===== src/rtl/dac_pkg.sv =====
// Shared constants, init ROM, state encoding and sample packing for the
// AD5791-style DAC command scheduler.
package dac_pkg;

  localparam logic [3:0] ADDR_DAC  = 4'b0001;
  localparam logic [3:0] ADDR_CTRL = 4'b0010;
  localparam logic [3:0] ADDR_CLR  = 4'b0011;

  localparam int unsigned INIT_LEN = 3;

  // Control (clamp off, buffer on), clearcode, then DAC at midscale.
  localparam logic [23:0] INIT_ROM [INIT_LEN] = '{
    {ADDR_CTRL, 20'h00008},
    {ADDR_CLR,  20'h00000},
    {ADDR_DAC,  20'h80000}
  };

  typedef enum logic {
    INIT,
    RUN
  } state_t;

  function automatic logic [23:0] pack_sample(input logic [19:0] data20);
    return {ADDR_DAC, data20};
  endfunction

endpackage


===== src/rtl/dac_rate_tick.sv =====
// Sample-slot pacing down-counter: counts DIV-1..0 while enabled, ticks at 0.
module dac_rate_tick #(
  parameter int unsigned DIV = 100
) (
  input  logic clk,
  input  logic rst_n,
  input  logic en,
  input  logic load,
  output logic tick
);

  localparam int unsigned W = $clog2(DIV);
  localparam logic [W-1:0] RELOAD = W'(DIV - 1);

  logic [W-1:0] cnt;

  assign tick = en && (cnt == '0);

  always_ff @(posedge clk or negedge rst_n) begin
    if (!rst_n) begin
      cnt <= RELOAD;
    end else if (load) begin
      cnt <= RELOAD;
    end else if (en) begin
      cnt <= (cnt == '0) ? RELOAD : cnt - W'(1);
    end
  end

endmodule


===== src/rtl/dac_spi_scheduler.sv =====
// DAC SPI command scheduler: plays the init sequence, then interleaves paced
// samples with host commands into a single registered output slot.
module dac_spi_scheduler
  import dac_pkg::*;
#(
  parameter int unsigned SAMPLE_DIV = 100,
  parameter int unsigned UNDERRUN_W = 16
) (
  input  logic                  clk,
  input  logic                  rst_n,
  input  logic [31:0]           s_axis_tdata,
  input  logic                  s_axis_tvalid,
  output logic                  s_axis_tready,
  input  logic [23:0]           cmd_tdata,
  input  logic                  cmd_tvalid,
  output logic                  cmd_tready,
  input  logic                  reinit,
  output logic [23:0]           m_axis_tdata,
  output logic                  m_axis_tvalid,
  input  logic                  m_axis_tready,
  output logic                  init_done,
  output logic [UNDERRUN_W-1:0] underrun_cnt
);

  state_t                  state, state_d;
  logic [1:0]              idx, idx_d;
  logic                    reinit_req, reinit_req_d;
  logic                    sample_pending, sample_pending_d;
  logic [UNDERRUN_W-1:0]   underrun_d;
  logic [23:0]             data_d;
  logic                    valid_d;
  logic                    tick, load_ok, take_s, take_c;

  dac_rate_tick #(.DIV(SAMPLE_DIV)) u_rate_tick (
    .clk   (clk),
    .rst_n (rst_n),
    .en    (state == RUN),
    .load  (state == INIT),
    .tick  (tick)
  );

  assign load_ok       = !m_axis_tvalid || m_axis_tready;
  assign s_axis_tready = take_s;
  assign cmd_tready    = take_c;
  assign init_done     = (state == RUN);

  always_comb begin
    state_d          = state;
    idx_d            = idx;
    reinit_req_d     = reinit_req;
    sample_pending_d = sample_pending;
    underrun_d       = underrun_cnt;
    data_d           = m_axis_tdata;
    valid_d          = m_axis_tvalid;
    take_s           = 1'b0;
    take_c           = 1'b0;

    if (m_axis_tvalid && m_axis_tready) valid_d = 1'b0;

    unique case (state)
      INIT: begin
        // idx == INIT_LEN means all ROM words are loaded; wait for the last to leave.
        if (m_axis_tvalid && m_axis_tready && idx == 2'(INIT_LEN)) begin
          state_d = RUN;
        end else if (load_ok && idx < 2'(INIT_LEN)) begin
          valid_d = 1'b1;
          data_d  = INIT_ROM[idx];
          idx_d   = idx + 2'd1;
        end
      end
      RUN: begin
        if (!reinit_req && load_ok) begin
          if (sample_pending && s_axis_tvalid) begin
            take_s  = 1'b1;
            valid_d = 1'b1;
            data_d  = pack_sample(s_axis_tdata[19:0]);
          end else if (cmd_tvalid) begin
            take_c  = 1'b1;
            valid_d = 1'b1;
            data_d  = cmd_tdata;
          end
        end

        // A tick re-arms the slot even when the old one is consumed this cycle.
        if (tick) begin
          if (sample_pending && !take_s && underrun_cnt != '1)
            underrun_d = underrun_cnt + UNDERRUN_W'(1);
          sample_pending_d = 1'b1;
        end else if (take_s) begin
          sample_pending_d = 1'b0;
        end

        if (reinit) reinit_req_d = 1'b1;

        if (reinit_req && load_ok) begin
          state_d          = INIT;
          idx_d            = '0;
          reinit_req_d     = 1'b0;
          sample_pending_d = 1'b0;
        end
      end
      default: state_d = INIT;
    endcase
  end

  always_ff @(posedge clk or negedge rst_n) begin
    if (!rst_n) begin
      state          <= INIT;
      idx            <= '0;
      reinit_req     <= 1'b0;
      sample_pending <= 1'b0;
      underrun_cnt   <= '0;
      m_axis_tdata   <= '0;
      m_axis_tvalid  <= 1'b0;
    end else begin
      state          <= state_d;
      idx            <= idx_d;
      reinit_req     <= reinit_req_d;
      sample_pending <= sample_pending_d;
      underrun_cnt   <= underrun_d;
      m_axis_tdata   <= data_d;
      m_axis_tvalid  <= valid_d;
    end
  end

endmodule


===== config.mk =====
export PLATFORM = sky130hd
export DESIGN_NAME = dac_spi_scheduler
export DESIGN_NICKNAME = d
export VERILOG_FILES = /design/src/rtl/dac_pkg.sv /design/src/rtl/dac_rate_tick.sv /design/src/rtl/dac_spi_scheduler.sv
export SDC_FILE = /design/constraint.sdc
export NUM_CORES = 1
export LEC_CHECK = 0
export BUFFER_PORTS_ARGS = -buffer_cell sky130_fd_sc_hd__buf_4
export CORE_MARGIN = 5
export CORE_UTILIZATION = 48
export CTS_CLUSTER_DIAMETER = 100
export DETAILED_ROUTE_END_ITERATION = 8
export PLACE_DENSITY = 0.88
export SYNTH_ARGS = -nofsm -noshare
export SYNTH_HDL_FRONTEND = slang
export SYNTH_SLANG_ARGS = --single-unit

===== constraint.sdc =====
create_clock -name clk -period 2 [get_ports clk]
set_input_delay 0.4 -clock clk [delete_from_list [all_inputs] [get_ports clk]]
set_output_delay 0.4 -clock clk [all_outputs]
set_load 0.02 [all_outputs]

# --- After elaboration in Yosys (flattened, before gate mapping) ---
# Index checks and enable logic that the tools add are counted.
# W data, S select, Z words.
word_totals:
  reg_bits: 53
op_classes:
  n_addsub: 3
  order_cmp: 2
  eq_ne: 7
  mux: 38
  n_bitwise: 2
  n_reduce_logical: 21
ops:
  columns: ["op", "count"]
  rows:
  - ["$mux W24", 7]
  - ["$bmux W24 S2", 1]
  - ["$pmux W24 S2", 1]
  - ["$mux W1", 21]
  - ["$add A16 B1 Y16 const B", 1]
  - ["$ne A16 B16 Y1 const B", 1]
  - ["$mux W7", 2]
  - ["$logic_and A1 B1 Y1", 9]
  - ["$logic_not A7 Y1", 1]
  - ["$sub A7 B1 Y7 const B", 1]
  - ["$mux W2", 3]
  - ["$reduce_and A3 Y1", 2]
  - ["$ne A2 B1 Y1 const B", 2]
  - ["$ne A2 B2 Y1 const B", 2]
  - ["$pmux W1 S2", 2]
  - ["$pmux W2 S2", 1]
  - ["$reduce_and A2 Y1", 2]
  - ["$reduce_and A4 Y1", 1]
  - ["$ge A3 B3 Y1 const B", 1]
  - ["$logic_not A1 Y1", 3]
  - ["$ne A3 B2 Y1 const B", 1]
  - ["$not A2 Y3", 1]
  - ["$reduce_bool A3 Y1", 1]
  - ["$add A2 B1 Y2 const B", 1]
  - ["5 further kinds", 5]

# --- Depth between registers and ports, before layout ---
# Gate-level depths: netlist of the first run.
logic_depth:
  ltp_word: 9
  mapped_depth: 8
  ltp_nobuf: 6

# --- By module ---
# From an unflattened synthesis of the first run, not the netlist that was laid out.
unflattened:
  hier_cells: 270
  area_unflattened_um2: 2850.2
by_module_without_submodules:
  columns: ["mod", "instances", "cells_per_inst", "area_each_um2", "seq_area_each_um2"]
  rows:
  - ["dac_spi_scheduler", 1, 230, 2448.6, 1151.1]
  - ["dac_rate_tick", 1, 40, 401.6, 180.2]

# --- Least setup slack after synthesis of the first run ---
# OpenSTA, ideal clock, no wires.
synth_timing:
  path_kind: "register -> output"
  from: "reg sample_pending"
  to: "out cmd_tready"
  arrival_time_ns: 1.562
  t_required_ns: 1.600
  path_slack_ns: 0.038
  stages_incl_launch_ff: 5
  path_buffers: 1
  path_cell_list: "dfrtp_1 > nand2_1 > clkbuf_1 > nand2_1 > nor3_1"
synth_between:
  elab_chain_cells: 4
synth_rtl:
  columns: ["item", "line_no", "text"]
  rows:
  - ["start, declared", "dac_spi_scheduler.sv:28", "logic sample_pending, sample_pending_d;"]
  - ["start signal, assigned", "dac_spi_scheduler.sv:119", "sample_pending <= sample_pending_d;"]
  - ["$logic_and A1 B1 Y1", "dac_spi_scheduler.sv:73", "if (sample_pending && s_axis_tvalid) begin"]
  - ["$mux W1", "dac_spi_scheduler.sv:73", null]
  - ["$mux W1", "dac_spi_scheduler.sv:72", "if (!reinit_req && load_ok) begin"]
  - ["$mux W1", "dac_spi_scheduler.sv:60", "unique case (state)"]
  - ["end, declared", "dac_spi_scheduler.sv:16", "output logic cmd_tready,"]
# No other way between the ends.

# --- Worst setup path after layout of the first run ---
layout_timing:
  from: "reg state (netlist: init_done)"
  to: "out cmd_tready"
layout_between:
  elab_chain_cells: 1
layout_rtl:
  columns: ["item", "line_no", "text"]
  rows:
  - ["start, declared", "dac_spi_scheduler.sv:25", "state_t state, state_d;"]
  - ["start signal, assigned", "dac_spi_scheduler.sv:116", "state <= state_d;"]
  - ["$mux W1", "dac_spi_scheduler.sv:60", null]
# No other way between the ends.

==> results of run 1 <==
layout by cell type, fill, tap and decap left out, types with 4 or more instances in the layout:
master and instances:
dfstp_2 4, a21oi_1 8, nand2_1 48, o21ai_1 8, nand4_1 9, a31oi_1 4
dfrtp_1 49, mux2i_1 18, nand3_2 4, buf_4 101, inv_1 6, nor3_1 4
clkbuf_8 5, o31ai_1 18, nor2_1 14, ha_1 6, xnor2_1 15, nand3_1 7
cell families (layout without fill, tap and decap cells):
| logic type | Yosys count | count (layout) | synth area share (%) |
|---|---|---|---|
| flip-flops | 53 | 53 | 49.8 |
| buffers and inverters | 21 | 117 | 3.51 |
| adder cells (fa/ha/maj) | 6 | 6 | 2.81 |
| AND/OR/NAND/NOR | 103 | 103 | 19.4 |
| XOR/XNOR | 18 | 18 | 5.90 |
| multiplexers | 21 | 21 | 8.01 |
| AO/OA/AOI/OAI | 43 | 43 | 10.5 |
final cells by class:
type / instances / share of cell area (%)
sequential: 53 / 37.1
multi-input combinational: 191 / 34.7
timing repair buffer: 101 / 21.1
tap: 72 / 2.51
clock buffer: 5 / 1.92
clock inverter: 3 / 1.81
inverter: 8 / 0.837
registers in the layout, indices dropped and copies added (netlist names):
| name | count |
|---|---|
| idx | 2 |
| init_done | 1 |
| m_axis_tdata | 24 |
| m_axis_tvalid | 1 |
| reinit_req | 1 |
| sample_pending | 1 |
| u_rate_tick.cnt | 7 |
| underrun_cnt | 16 |
power by group:
part	switching, mW	leakage (nW)	internal [mW]
Sequential	0.180	0.698	1.31
Clock	0.340	0.0681	0.497
Combinational	0.844	1.06	0.573
stage by stage:
| stage | cells | worst slack, ns | hold WS [ns] |
|---|---|---|---|
| finish | 433 | 0.146 | 0.113 |
| floorplan | 265 | 0.0383 | 0.104 |
| global route | 433 | 0.0695 | 0.161 |
| CTS | 433 | 0.168 | 0.133 |
| global placement | 425 | 0.271 | 0.438 |
| detailed placement | 425 | 0.212 | 0.444 |
layer usage:
metal / wire, um / track usage (%) / up-vias
met2: 3180 / 33.2 / 76
met1: 2350 / 19.7 / 1067
met5: 0 / 0 / -
met4: 75 / 5.18 / 0
met3: 544 / 6.97 / 7
li1: - / - / 1113
worst max path at each step:
stage / slack, ns / cells after the start / start / to
3_5_place_dp: 0.21 / 5 / underrun_cnt[5] / underrun_cnt[1]
2_1_floorplan: 0.04 / 4 / sample_pending / cmd_tready
3_3_place_gp: 0.27 / 5 / underrun_cnt[5] / underrun_cnt[1]
6_report: 0.15 / 3 / init_done / cmd_tready
4_1_cts: 0.17 / 3 / init_done / cmd_tready
5_1_grt: 0.07 / 5 / init_done / m_axis_tdata[7]
==> impl_metrics.ini, run 1 <==
[setup_path]
crit_fanout = 12
cp-start-kind = register
timing.rr.end = underrun_cnt[1]
critical_path_buf_inv_count = 1
worst-endpoint-arrival_ns = 1.45
regToRegStartpoint = underrun_cnt[5]
slowest_stage = dfrtp_1
cp.required_ns = 1.60
path_delay_family = flip-flops
worst-setup-path-type = register to primary output
reg2regPathDepth = 5
critical_path.endpoint_type = primary output
crit_path_cell_trace = nand2b_1 > nor3_1 > buf_4
r2r_slack_ns = 0.20
critical-path-max-stage-delay_ns = 0.59

[yosys]
synthesis.nets = 333
netlist_instances = 265
avgSynthCellArea_um2 = 10.1
yosys.area.top_type_share_pct = 45.9
synth.top_cells.by_count = dfrtp_1, nand2_1, mux2i_1, o31ai_1, xnor2_1
synth.lib_cells_used.distinct = 41
synth.largest_area_cell = dfrtp_1
synth.most_common_cell = dfrtp_1
ys_seq_elements = 53
yosysSeqAreaShare_pct = 49.8
synth.cell_area_um2 = 2670
async_reset_ff_share_pct = 100
ys_warn_count = 0
number_of_flops_mapped_to_enable_cells_by_yosys = 0
synth_top_cells_by_area = dfrtp_1, mux2i_1, nand2_1
ys.flop_type = dfrtp_1

[timing]
worst_slew_pin_slew_ns = 0.640
max_slew_vio_count = 0
report.final.setup_viol = 0
post-route-period-util_pct = 92.7
worst_clock_skew_ns = 0.0121
slew_headroom_pct = 57.3
fin_setup_tns_ns = 0
grt_setup_unrepaired = no
timing.fmax_ghz = 0.539
hold_viol_final = 0
finalWorstPathRequiredPeriod_ns = 1.85

[global_routing]
pin_count_of_the_biggest_net_entering_global_routing = 54
global_route.overflow_total = 0
grt_pass1_wl_um = 10700
grt_antenna_before_repair = 0
grtUsageTotal_pct = 18.3
grt_pass1_vias = 2368

[cells_and_area]
filler_cell_count = 460
synthToLayoutAreaGrowth_pct = 34.4
post-route-cell-area_um2 = 3590
layout-drive-gt1-share_pct = 34.1
ff_latch_area_um2 = 1330
finalCoreUtilization_pct = 65.6
nNetsFinal = 428
multi_input_area_um2 = 1250
antenna_cells = 0

[die]
die_w_um = 84.6
die_height_um = 84.6
start_util_pct = 48.8
dieArea_um2 = 7160
num_io_pins = 106
fp.coreArea_um2 = 5470
core.rowCount = 27

[power]
vdd_drop_max_v = 0.000764
fin_total_pwr_mw = 3.74
cellPowerDensity_nw_per_um2 = 1040
static-leakage-power_nw = 1.83

[clock_network]
ctsResizeCount = 0
tritoncts = done
clkSinkCount = 53
cts-htree-levels = 2
cts_post_setup_buffers_inserted = 0
cts.root.buffer_cell = clkbuf_8
clkSlewWorstSetupHoldPaths_ns = 0.09
cts_inserted_buffers = 5
clk-insertion-delay-late_ns = 0.31
postCtsHoldBufs = 0
ctsLongestPathBuffers = 2

[placed_design]
detailed_place.area_um2 = 3460
place.port_buffers = 93
dp_hpwl_um = 4660
gp_routability_congestion = 0.784

[drt]
ant_nets = 0
initialDrtViolationCount = 90
avgViaCountPerCell = 5.23
drt_pre_antenna_iters = 4
route.detailed.wl_per_inst_um = 14.2
wl_um = 6140
post-route-drc-count = 0
dr_total_vias = 2263

[flow_run]
max_cap_viol_count = 0

[worst_hold_path]
min_path_type = primary input to async pin

[run_status]
outcome = finished clean
No activity file was read; power rests on OpenSTA's default activity.
==> inputs of run 2 (changes only) <==
--- a/config.mk
+++ b/config.mk
@@ -5,12 +5,14 @@
 export SDC_FILE = /design/constraint.sdc
 export NUM_CORES = 1
 export LEC_CHECK = 0
+export ABC_AREA = 1
 export BUFFER_PORTS_ARGS = -buffer_cell sky130_fd_sc_hd__buf_4
 export CORE_MARGIN = 5
-export CORE_UTILIZATION = 48
+export CORE_UTILIZATION = 50
 export CTS_CLUSTER_DIAMETER = 100
 export DETAILED_ROUTE_END_ITERATION = 8
-export PLACE_DENSITY = 0.88
+export PLACE_DENSITY = 0.89
 export SYNTH_ARGS = -nofsm -noshare
 export SYNTH_HDL_FRONTEND = slang
 export SYNTH_SLANG_ARGS = --single-unit
+export TNS_END_PERCENT = 30
==> run 2 against run 1 <==
Clock skew shrank 0.0025 ns; register-to-register slack is essentially flat; largest cell class is now multi-input combinational cells; critical endpoint is now underrun_cnt[5]; global-route usage grew 3.2 points; sequential share of layout area shrank 2.2 points; largest power group unchanged; non-clock buffer count shrank 2.
==> impl_metrics.ini, run 2 <==
[timing]
timing.fmax_ghz = 0.555
slew_headroom_pct = 55.9
worst_slew_pin_slew_ns = 0.661
fin_setup_tns_ns = 0
report.final.setup_viol = 0
max_slew_vio_count = 0
worst_clock_skew_ns = 0.00957
finalWorstPathRequiredPeriod_ns = 1.80
hold_viol_final = 0
grt_setup_unrepaired = no
post-route-period-util_pct = 90.1

[placed_design]
gp_routability_congestion = 0.815
place.port_buffers = 93
dp_hpwl_um = 5760
post-place-cells = 570

[power]
cellPowerDensity_nw_per_um2 = 509
static-leakage-power_nw = 2.13
vdd_drop_max_v = 0.000270

[setup_path]
crit_path_cell_trace = ha_1 > inv_1 > nor2_2 > nand2_2 > nor2_4 > nor2_2 > nand2_4 > nand2_1 > nand2_1
worst-endpoint-arrival_ns = 2.00
cp.required_ns = 2.20
worst-setup-path-type = register to register
critical-path-max-stage-delay_ns = 0.47
timing.rr.end = underrun_cnt[5]
slowest_stage = dfrtp_1
reg2regPathDepth = 9
critical_path.endpoint_type = register
regToRegStartpoint = underrun_cnt[0]
cp-start-kind = register
crit_fanout = 16
r2r_slack_ns = 0.20

[yosys]
ys_warn_count = 0
synth.lib_cells_used.distinct = 26
netlist_instances = 412
synth.top_cells.by_count = nand2_1, dfrtp_1, nand3_1
number_of_flops_mapped_to_enable_cells_by_yosys = 0
synth.most_common_cell = nand2_1
synth_top_cells_by_area = dfrtp_1, nand2_1, nand3_1
ys_seq_elements = 53
synth.cell_area_um2 = 2930
avgSynthCellArea_um2 = 7.11
ys.flop_type = dfrtp_1
yosys.area.top_type_share_pct = 41.8
yosysSeqAreaShare_pct = 45.4
synthesis.nets = 480
synth.largest_area_cell = dfrtp_1
async_reset_ff_share_pct = 100

[drt]
avgViaCountPerCell = 5.06
ant_nets = 0
drt_pre_antenna_iters = 5
wl_um = 7590
route.detailed.wl_per_inst_um = 13.1
post-route-drc-count = 0
dr_total_vias = 2923
initialDrtViolationCount = 95

[die]
core.rowCount = 27
fp.coreArea_um2 = 5610
die_w_um = 86.6
dieArea_um2 = 7490
num_io_pins = 106
die_height_um = 86.6
start_util_pct = 52.3

[global_routing]
grt_pass1_vias = 3070
pin_count_of_the_biggest_net_entering_global_routing = 54
grt_pass1_wl_um = 13100
global_route.overflow_total = 0
grtUsageTotal_pct = 21.5
grt_antenna_before_repair = 0

[clock_network]
clkSinkCount = 53
cts.root.buffer_cell = clkbuf_8
clk-insertion-delay-late_ns = 0.31
cts-htree-levels = 2
cts_post_setup_buffers_inserted = 0
clkSlewWorstSetupHoldPaths_ns = 0.10
postCtsHoldBufs = 0
ctsLongestPathBuffers = 2
cts_inserted_buffers = 5
ctsResizeCount = 0
tritoncts = done

[cells_and_area]
largest_registers = m_axis_tdata x24, underrun_cnt x16, u_rate_tick.cnt x7
largest_register = m_axis_tdata
layout-drive-gt1-share_pct = 23.9
synthToLayoutAreaGrowth_pct = 30.2
commonest_non_fill_non_tap_cells_in_the_layout = nand2_1, buf_4, dfrtp_1
max_reg_flops = 24
layout.cells.non_filler = 578
layout.cells.most_common = nand2_1
antenna_cells = 0
nNetsFinal = 573

[flow_run]
max_cap_viol_count = 0

[run_status]
outcome = finished clean

[worst_hold_path]
min_path_type = primary input to async pin
[run 2: how the worst max path moves through the flow]
stage | from | to | depth (start not counted) | slack, ns
3_5_place_dp | s_axis_tvalid | m_axis_tdata[23] | 8 | 0.22
5_1_grt | underrun_cnt[0] | underrun_cnt[5] | 9 | 0.05
2_1_floorplan | underrun_cnt[0] | underrun_cnt[12] | 10 | 0.34
3_3_place_gp | s_axis_tvalid | m_axis_tdata[1] | 8 | 0.26
6_report | underrun_cnt[0] | underrun_cnt[5] | 9 | 0.20
4_1_cts | m_axis_tvalid | cmd_tready | 6 | 0.19
[run 2: metrics by stage]
stage	setup WS, ns	power (mW)	hold slack, ns	area, um2	utilization (%)
5_1_grt	0.0466	2.01	0.179	3820	68.1
6_report	0.199	1.94	0.117	3820	68.1
3_3_place_gp	0.262	1.20	0.435	3700	65.9
3_5_place_dp	0.224	1.20	0.437	3700	65.9
4_1_cts	0.193	1.97	0.132	3820	68.1
2_1_floorplan	0.338	1.10	0.104	2930	-
[run 2: power breakdown]
| part | internal, mW | switching [mW] | total (mW) |
|---|---|---|---|
| Sequential | 1.07 | 0 | 1.07 |
| Clock | 0.407 | 0.360 | 0.767 |
| Combinational | 0.0621 | 0.0432 | 0.105 |
[run 2: layer usage]
| layer | part of all wire [%] | wire length [um] | GRT usage (%) | vias up |
|---|---|---|---|---|
| li1 | - | - | - | 1473 |
| met1 | 39 | 2980 | 22.6 | 1344 |
| met2 | 50 | 3810 | 38.9 | 92 |
| met3 | 8.5 | 645 | 7.51 | 14 |
| met4 | 2.1 | 161 | 8.36 | 0 |
| met5 | 0 | 0 | 0 | - |
[run 2: final cells by class]
class / count / area, um2
inverters: 24 / 90.1
well taps: 72 / 90.1
flip-flops and latches: 53 / 1330
fillers: 501 / 1790
multi-input cells: 322 / 1440
repair buffers: 99 / 743
clock inverters: 2 / 37.5
clock buffers: 6 / 82.6
[run 2: critical path: cells and delay by family (launching register included)]
kind                       cells  cell delay, ns
adders and majority gates      1            0.31
buffers and inverters          1            0.09
DFF                            1            0.47
and+or+nand+nor                7            0.83
[run 2: cells by family (layout without fill, tap and decap cells)]
logic type,after synthesis,in the layout,share of synthesized area [%]
simple gates,291,291,40.9
flops,53,53,45.4
buf+inv,37,131,5.38
compound gates,15,15,2.69
xor+xnor,10,10,2.99
fa+ha+maj,6,6,2.56
